[src/rtl/univ_shift_reg.sv]
`default_nettype none
// ---------------------------------------------------------------------------
// univ_shift_reg : universal shift register (load/shift/rotate/asr/clear)
//                  with a per-frame shift counter and frame_done pulse.
// Revision: 1.0
// ---------------------------------------------------------------------------
module univ_shift_reg #(
  parameter int WIDTH = 8,
  localparam int CW = $clog2(WIDTH)
) (
  input  logic             clk,
  input  logic             rst,
  input  logic             en,
  input  logic [2:0]       mode,
  input  logic [WIDTH-1:0] d,
  input  logic             sin_l,
  input  logic             sin_r,
  output logic [WIDTH-1:0] q,
  output logic [WIDTH-1:0] qb,
  output logic             sout_l,
  output logic             sout_r,
  output logic [CW-1:0]    shift_cnt,
  output logic             frame_done
);

  localparam logic [2:0] MODE_HOLD  = 3'b000;
  localparam logic [2:0] MODE_LOAD  = 3'b001;
  localparam logic [2:0] MODE_SHL   = 3'b010;
  localparam logic [2:0] MODE_SHR   = 3'b011;
  localparam logic [2:0] MODE_ROTL  = 3'b100;
  localparam logic [2:0] MODE_ROTR  = 3'b101;
  localparam logic [2:0] MODE_ASR   = 3'b110;
  localparam logic [2:0] MODE_CLEAR = 3'b111;

  localparam logic [CW-1:0] CNT_LAST = CW'(WIDTH - 1);

  logic [WIDTH-1:0] data_q, data_d;
  logic [CW-1:0]    cnt_q, cnt_d;
  logic             done_q, done_d;
  logic             shift_op;

  always_comb begin
    data_d   = data_q;
    cnt_d    = cnt_q;
    done_d   = 1'b0;
    shift_op = 1'b0;
    if (en) begin
      case (mode)
        MODE_HOLD:  data_d = data_q;
        MODE_LOAD:  begin data_d = d;  cnt_d = '0; end
        MODE_SHL:   begin data_d = {data_q[WIDTH-2:0], sin_r};         shift_op = 1'b1; end
        MODE_SHR:   begin data_d = {sin_l, data_q[WIDTH-1:1]};         shift_op = 1'b1; end
        MODE_ROTL:  begin data_d = {data_q[WIDTH-2:0], data_q[WIDTH-1]}; shift_op = 1'b1; end
        MODE_ROTR:  begin data_d = {data_q[0], data_q[WIDTH-1:1]};     shift_op = 1'b1; end
        MODE_ASR:   begin data_d = {data_q[WIDTH-1], data_q[WIDTH-1:1]}; shift_op = 1'b1; end
        MODE_CLEAR: begin data_d = '0; cnt_d = '0; end
        default:    data_d = data_q;
      endcase
    end
    // Explicit wrap keeps the count below WIDTH even when WIDTH is not a power of two.
    if (shift_op) begin
      if (cnt_q == CNT_LAST) begin
        cnt_d  = '0;
        done_d = 1'b1;
      end else begin
        cnt_d = cnt_q + 1'b1;
      end
    end
  end

  always_ff @(posedge clk or negedge rst) begin
    if (!rst) begin
      data_q <= '0;
      cnt_q  <= '0;
      done_q <= 1'b0;
    end else begin
      data_q <= data_d;
      cnt_q  <= cnt_d;
      done_q <= done_d;
    end
  end

  assign q          = data_q;
  assign qb         = ~data_q;
  assign sout_l     = data_q[WIDTH-1];
  assign sout_r     = data_q[0];
  assign shift_cnt  = cnt_q;
  assign frame_done = done_q;

endmodule
`default_nettype wire

[config.mk]
export PLATFORM = sky130hd
export DESIGN_NAME = univ_shift_reg
export DESIGN_NICKNAME = d
export VERILOG_FILES = /design/src/rtl/univ_shift_reg.sv
export SDC_FILE = /design/constraint.sdc
export NUM_CORES = 1
export LEC_CHECK = 0
export CAP_MARGIN = 0
export CORE_UTILIZATION = 45
export DETAILED_ROUTE_END_ITERATION = 10
export HOLD_SLACK_MARGIN = 0.05
export PLACE_DENSITY = 0.85
export SETUP_SLACK_MARGIN = 0.05
export SLEW_MARGIN = 20
export SYNTH_ARGS = -nofsm -noshare
export SYNTH_HDL_FRONTEND = slang
export SYNTH_SLANG_ARGS = --single-unit
[constraint.sdc]
create_clock -name clk -period 2.02 [get_ports clk]
set_input_delay 0.404 -clock clk [delete_from_list [all_inputs] [get_ports clk]]
set_output_delay 0.404 -clock clk [all_outputs]
set_load 0.02 [all_outputs]
Word level (Yosys, flattened, before mapping)
Cells that the tools add are included.

Bitwise logic cells: 3. Mux-type cells: 9. Eq/ne operators: 8. $add $sub $neg: 1. Reductions and logical operators: 8.

Operators with widths (number): $pmux 8 s7 (1); $eq 3x3->1 const B (5); $mux 3 (4); $not 8->8 (1); $eq 3x2->1 const B (2); $reduce_or 5->1 (1); $mux 1 (4); $reduce_and 2->1 (2); $reduce_bool 2->1 (2); $add 3x1->3 const B (1); $eq 3x1->1 const B (1); $logic_not 3->1 (1); $reduce_and 3->1 (1); $not 1->1 (2); $reduce_or 2->1 (1).

Register bits: 12. Logic and storage cells: 33. Bits of input ports: 16. Output and inout port bits: 22.

Depth between registers and ports, before layout
Gate-level depths: netlist of the first run.

Depth after elaboration: 6. Gate-level depth with buffers: 5. Mapped depth without buffers: 5.

Worst setup path before layout of the first run
No wires, ideal clock.

Path type: reg2reg. Start point: register data_q[2] (netlist: q[2]). End point: register data_q[3] (netlist: q[3]). Path buffers: 0. Cell stages (with the launch flop): 5. Period minus slack after synthesis: 1.477 ns. Setup slack: 0.543 ns. Setup time: 0.122 ns. Data required time: 1.898 ns. Data arrival time: 1.355 ns. Cells stage by stage: dfrtp_1 -> inv_1 -> o21ai_0 -> a221o_2 -> a32o_1.

Longest elaborated chain between the ends: 1.

RTL lines: from (decl) (RTL line 37) `logic [WIDTH-1:0] data_q, data_d;`; from (signal assigned) (RTL line 77) `data_q <= data_d;`; $pmux 8 s7 (RTL line 48) `case (mode)`.

No other way between the ends. A chain may end at the register's enable or synchronous reset.

Final worst setup path of the first run
Start point: register data_q[7] (netlist: q[7]). End point: output qb[7].

Longest elaborated chain between the ends: 1.

RTL lines: $not 8->8 (RTL line 84) `assign qb = ~data_q;`; to (decl) (RTL line 19) `output logic [WIDTH-1:0] qb,`.

No other way between the ends.

==> results.json, run 1 <==
{
  "cts.root.buffer_cell": "clkbuf_4",
  "grt_overflow": 0,
  "vias": 954,
  "dr.pass1.iters": 4,
  "synth_nets": 123,
  "cts_sinks": 12,
  "syn_avg_cell_area_um2": 8.69,
  "worstReg2RegStart": "shift_cnt[0]$_DFFE_PN0P_",
  "cp.arrival_ns": 1.48,
  "clock_skew_ns": 0.000950,
  "stdcell_count": 170,
  "ys_warn_count": 0,
  "portBuffers": 37,
  "ys_seq_elements": 12,
  "worst_pin_slew_ns": 0.623,
  "cts_tree": "done",
  "synth_cells": 105,
  "drive_gt1_share_pct": 16.6,
  "die_h_um": 47.0,
  "fin_area_um2": 1350,
  "post_cts_buffers": 0,
  "p_per_area_nw_per_um2": 790,
  "cts_buffers": 3,
  "grt_pass1_vias": 844,
  "die_w_um": 47.0,
  "grt_max_degree": 30,
  "post-route-period-util_pct": 93.1,
  "worstReg2RegEnd": "shift_cnt[0]$_DFFE_PN0P_",
  "min_path_type": "in2async",
  "ioPinCount": 38,
  "p_leak_nw": 0.564,
  "die_area_um2": 2210,
  "tns_ns": 0,
  "ir_worst_vdd_v": 0.000699,
  "diodes": 0,
  "clk_path_buf_depth": 2,
  "synth_common_cells": "20 x nand2_1, 12 x dfrtp_1, 11 x inv_1",
  "cp-start-kind": "flop",
  "cts_resized": 0,
  "synth-edff-count": 0,
  "nNetsFinal": 164,
  "clk_pin_slew_worst_paths_ns": 0.08,
  "h-tree-depth": 1,
  "grt_pass1_wl_mm": 3.74,
  "required_ns": 1.62,
  "dp.cells": 166,
  "timing.final.hold_violations": 0,
  "critical_path_class": "reg2out",
  "finalSetupViolations": 0,
  "place_area_um2": 1320,
  "holdBufCountCts": 0,
  "relSlewSlack_pct": 58.4,
  "place_congestion": 0.828,
  "finalMaxSlewViolations": 0,
  "worst_skew_pair.late_latency_ns": 0.27,
  "drc": 0,
  "reg2reg_setup_slack_ns": 0.60,
  "status": "finished clean",
  "synth_area_leader_cell": "dfrtp_1",
  "syn2layout_area_growth_pct": 48.1,
  "worst_r2r_path_depth": 5,
  "path_max_fanout": 6,
  "fmax_mhz": 532,
  "antenna_found_initial": 0,
  "rows": 15,
  "core_area_um2": 1820,
  "wl_per_cell_um": 14.3,
  "rsz0062_at_grt": "false",
  "layout_min_cycle_time_ns": 1.88,
  "initial_core_util_pct": 50.1,
  "synth_top_flop_cell": "dfrtp_1",
  "synth.most_common_cell": "nand2_1",
  "synth_top_cell_area_share_pct": 32.9,
  "dp_hpwl_mm": 1.83,
  "via_per_inst": 5.61,
  "grt_usage_pct": 24.1,
  "async_flop_share_pct": 100,
  "synth_area_leaders": "dfrtp_1 33%, nand2_1 8.2%, a32o_1 7.7%",
  "route.antenna.remaining_nets": 0,
  "totalWireLength_mm": 2.43,
  "max_cap_viol_count": 0,
  "fill_cells": 149,
  "synthesis.area_um2": 912,
  "ys_seq_area_share_pct": 32.9,
  "drt_iter0_drc": 22,
  "synth.distinct_cells": 29,
  "cp-end-kind": "output port"
}
==> area by class of cell <==
cell class	count	area, um2	share of cell area [%]
Tap cell	25	31.3	2.31
Multi-Input combinational cell	72	492	36.4
Sequential cell	12	300	22.2
Inverter	11	41.3	3.06
Clock buffer	4	36.3	2.69
Timing Repair Buffer	46	450	33.3
==> report_power, final <==
group	total, mW	leakage [nW]	internal (mW)	switching, mW
logic	0.528	0.395	0.269	0.259
clock network	0.194	0.0210	0.110	0.0847
registers	0.346	0.148	0.285	0.0607
==> sequential cells by signal (all words and copies together) (netlist names) <==
signal,flops
shift_cnt,3
q,8
frame_done,1
==> how the worst max path moves through the flow <==
stage	from	to	slack (ns)	depth (start not counted)
detailed placement	mode[1]	q[0]$_DFFE_PN0P_	0.06	6
CTS	q[7]$_DFFE_PN0P_	qb[7]	0.14	2
global route	q[7]$_DFFE_PN0P_	qb[7]	0.08	2
finish	q[7]$_DFFE_PN0P_	qb[7]	0.14	2
global placement	mode[1]	q[0]$_DFFE_PN0P_	0.07	6
floorplan	q[2]$_DFFE_PN0P_	q[3]$_DFFE_PN0P_	0.54	4
==> metrics by stage <==
stage / setup WS (ns) / utilization (%) / power [mW] / hold WS, ns
2_1_floorplan: 0.543 / - / 0.634 / 0.108
3_3_place_gp: 0.0663 / 72.2 / 0.863 / 0.532
3_5_place_dp: 0.0550 / 72.2 / 0.879 / 0.538
4_1_cts: 0.137 / 74.2 / 1.08 / 0.502
5_1_grt: 0.0820 / 74.2 / 1.13 / 0.527
6_report: 0.140 / 74.2 / 1.07 / 0.497
==> worst max-delay path: stages, from the launching register on <==
cell	delay, ns
dfrtp_1	0.46
inv_1	0.13
clkdlybuf4s50_1	0.62
==> metal layers <==
layer | global-route usage, % | share of wire, % | vias to the layer above
met4 | 8.57 | 1.1 | 0
met2 | 42.2 | 49 | 37
met3 | 2.31 | 5.7 | 4
met1 | 30.7 | 44 | 454
li1 | - | - | 459
met5 | 0 | 0 | -
==> logic make-up after synthesis <==
group / share of synthesized area (%)
AO/OA/AOI/OAI: 33.7
AND/OR/NAND/NOR: 15.5
adder cells (fa/ha/maj): 2.74
XOR/XNOR: 1.92
flip-flops: 32.9
buffers and inverters: 13.2
==> layout by cell type, fill, tap and decap left out, types with 2 or more instances in the layout <==
cell | netlist | final
buf_4 | 4 | 8
o22ai_1 | 3 | 3
nor2_1 | 4 | 4
clkdlybuf4s50_1 | 0 | 37
clkbuf_4 | 0 | 3
xnor2_1 | 2 | 2
o21ai_0 | 9 | 9
a21oi_1 | 2 | 2
a21boi_0 | 2 | 2
a32o_1 | 7 | 7
a221o_2 | 6 | 6
a32oi_1 | 3 | 3
ha_1 | 2 | 2
dfrtp_1 | 12 | 12
inv_1 | 11 | 11
nand2_1 | 20 | 20
nor2_2 | 2 | 2
(Power assumes the default switching activity.)
==> run 2, diff against run 1 <==
CORE_UTILIZATION = 42   (was 45)
PLACE_DENSITY = 0.8   (was 0.85)
clock period = 2 ns   (was 2.02 ns; I/O delays follow)
==> run 2 against run 1 <==
Against the previous run: critical path depth is the same; clock power shrank 4%; global-route usage shrank 2.0 points; register-to-register slack is essentially flat; clock skew grew 0.0066 ns; count of clock-buffer cells in the layout is the same; utilization shrank 7.0 points; sequential cell count is the same; combinational power grew 1%; via count shrank 1.6%; sequential power is essentially flat.
==> results.json, run 2 (synthesis gave the netlist of run 1 again) <==
{
  "status": "finished clean",
  "fmax_mhz": 539,
  "ir_worst_vdd_v": 0.000547,
  "cts_tree": "done",
  "critical_path_class": "reg2out",
  "syn2layout_area_growth_pct": 47.6,
  "place_congestion": 0.826,
  "diodes": 0,
  "largest_reg_flops": 8,
  "worst_r2r_path_depth": 4,
  "max_cap_viol_count": 0,
  "nNetsFinal": 163,
  "grt_max_degree": 30,
  "seqPwrFrac_pct": 32.5,
  "portBuffers": 37,
  "post_cts_buffers": 0,
  "layout_min_cycle_time_ns": 1.86,
  "hold_ws_ns": 0.483,
  "pwr-share-comb_pct": 50.1,
  "required_ns": 1.60,
  "ioPinCount": 38,
  "grt_pass1_wl_mm": 4.06,
  "min_path_type": "in2async",
  "grt_usage_pct": 22.1,
  "timing.final.hold_violations": 0,
  "fill_cells": 180,
  "die_w_um": 48.6,
  "clk_pin_slew_worst_paths_ns": 0.08,
  "cp-end-kind": "output port",
  "finalWorstSetupSlack_ns": 0.144,
  "drive_gt1_share_pct": 16.0,
  "dr.pass1.iters": 4,
  "worst_skew_pair.late_latency_ns": 0.27,
  "rsz0062_at_grt": "false",
  "cts_resized": 0,
  "p_per_area_nw_per_um2": 792,
  "finalMaxSlewViolations": 0,
  "p_clk_share_pct": 17.5,
  "post-route-period-util_pct": 92.8,
  "clk_path_buf_depth": 2,
  "vias": 939,
  "crit_family": "buffers and inverters",
  "cp_num_cells": 2,
  "slowest_delay_ns": 0.63,
  "holdBufCountCts": 0,
  "worst_pin_slew_ns": 0.554,
  "rows": 16,
  "wl_per_cell_um": 14.0,
  "cts_buffers": 3,
  "grt_overflow": 0,
  "route.antenna.remaining_nets": 0,
  "totalWireLength_mm": 2.40,
  "cp-start-kind": "flop",
  "die_area_um2": 2360,
  "fin_util_pct": 67.3,
  "mostFrequentLayoutCells": "37 x clkdlybuf4s50_1, 20 x nand2_1, 12 x dfrtp_1",
  "p_leak_nw": 0.559,
  "grt_pass1_vias": 855,
  "drt_iter0_drc": 26,
  "via_per_inst": 5.49,
  "cts_sinks": 12,
  "clock_skew_ns": 0.00752,
  "finalSetupViolations": 0,
  "antenna_found_initial": 0,
  "cp_slowest_cell": "clkdlybuf4s50_1",
  "drc": 0,
  "die_h_um": 48.6,
  "path_cells": "inv_1 -> clkdlybuf4s50_1",
  "post-place-ws_ns": 0.0398,
  "h-tree-depth": 1,
  "cp_num_buf_inv": 2,
  "relSlewSlack_pct": 63.0,
  "dp_hpwl_mm": 1.84,
  "path_max_fanout": 6,
  "p_switching_mw": 0.397,
  "internal_power_mw": 0.669,
  "cts.root.buffer_cell": "clkbuf_4",
  "cp.arrival_ns": 1.46,
  "final_common_cell": "clkdlybuf4s50_1",
  "switching_share_pct": 37.2,
  "initial_core_util_pct": 45.6,
  "tns_ns": 0,
  "core_area_um2": 2000
}
[run 2: metrics by stage]
step	instance area, um2	std cells	total power [mW]
after floorplan	912	105	0.640
after global placement	1310	167	0.867
after detailed placement	1310	167	0.884
after CTS	1350	171	1.07
after global routing	1350	171	1.14
final	1350	171	1.07
[run 2: layout make-up]
type	instances	area, um2	share of cell area, %
Inverter	11	41.3	3.07
Clock buffer	4	36.3	2.70
Timing Repair Buffer	45	443	32.9
Multi-Input combinational cell	72	492	36.5
Sequential cell	12	300	22.3
Tap cell	27	33.8	2.51
[run 2: power by group through the flow]
stage	sequential (mW)	combinational [mW]	clock [mW]
after floorplan	0.396	0.244	0
after detailed placement	0.351	0.532	0
after global placement	0.347	0.520	0
after global routing	0.354	0.572	0.210
after CTS	0.346	0.534	0.193
final	0.346	0.534	0.186
[run 2: worst paths after layout]
path | from | endpoint | slack (ns)
min | rst | q[7]$_DFFE_PN0P_ | 0.48
max in group asynchronous | rst | shift_cnt[1]$_DFFE_PN0P_ | 1.14
max | q[7]$_DFFE_PN0P_ | qb[7] | 0.14
min in group clk | q[0]$_DFFE_PN0P_ | q[0]$_DFFE_PN0P_ | 0.58
min reg2reg | q[0]$_DFFE_PN0P_ | q[0]$_DFFE_PN0P_ | 0.58
max reg2reg | shift_cnt[0]$_DFFE_PN0P_ | shift_cnt[2]$_DFFE_PN0P_ | 0.60
[run 2: routing by layer]
metal  GRT usage (%)  share of wire [%]  up-vias
met1            27.0                 44      456
met5               0                  0        -
li1                -                  -      458
met2            38.0                 51       23
met4            7.35               0.92        0
met3            5.03                3.9        2
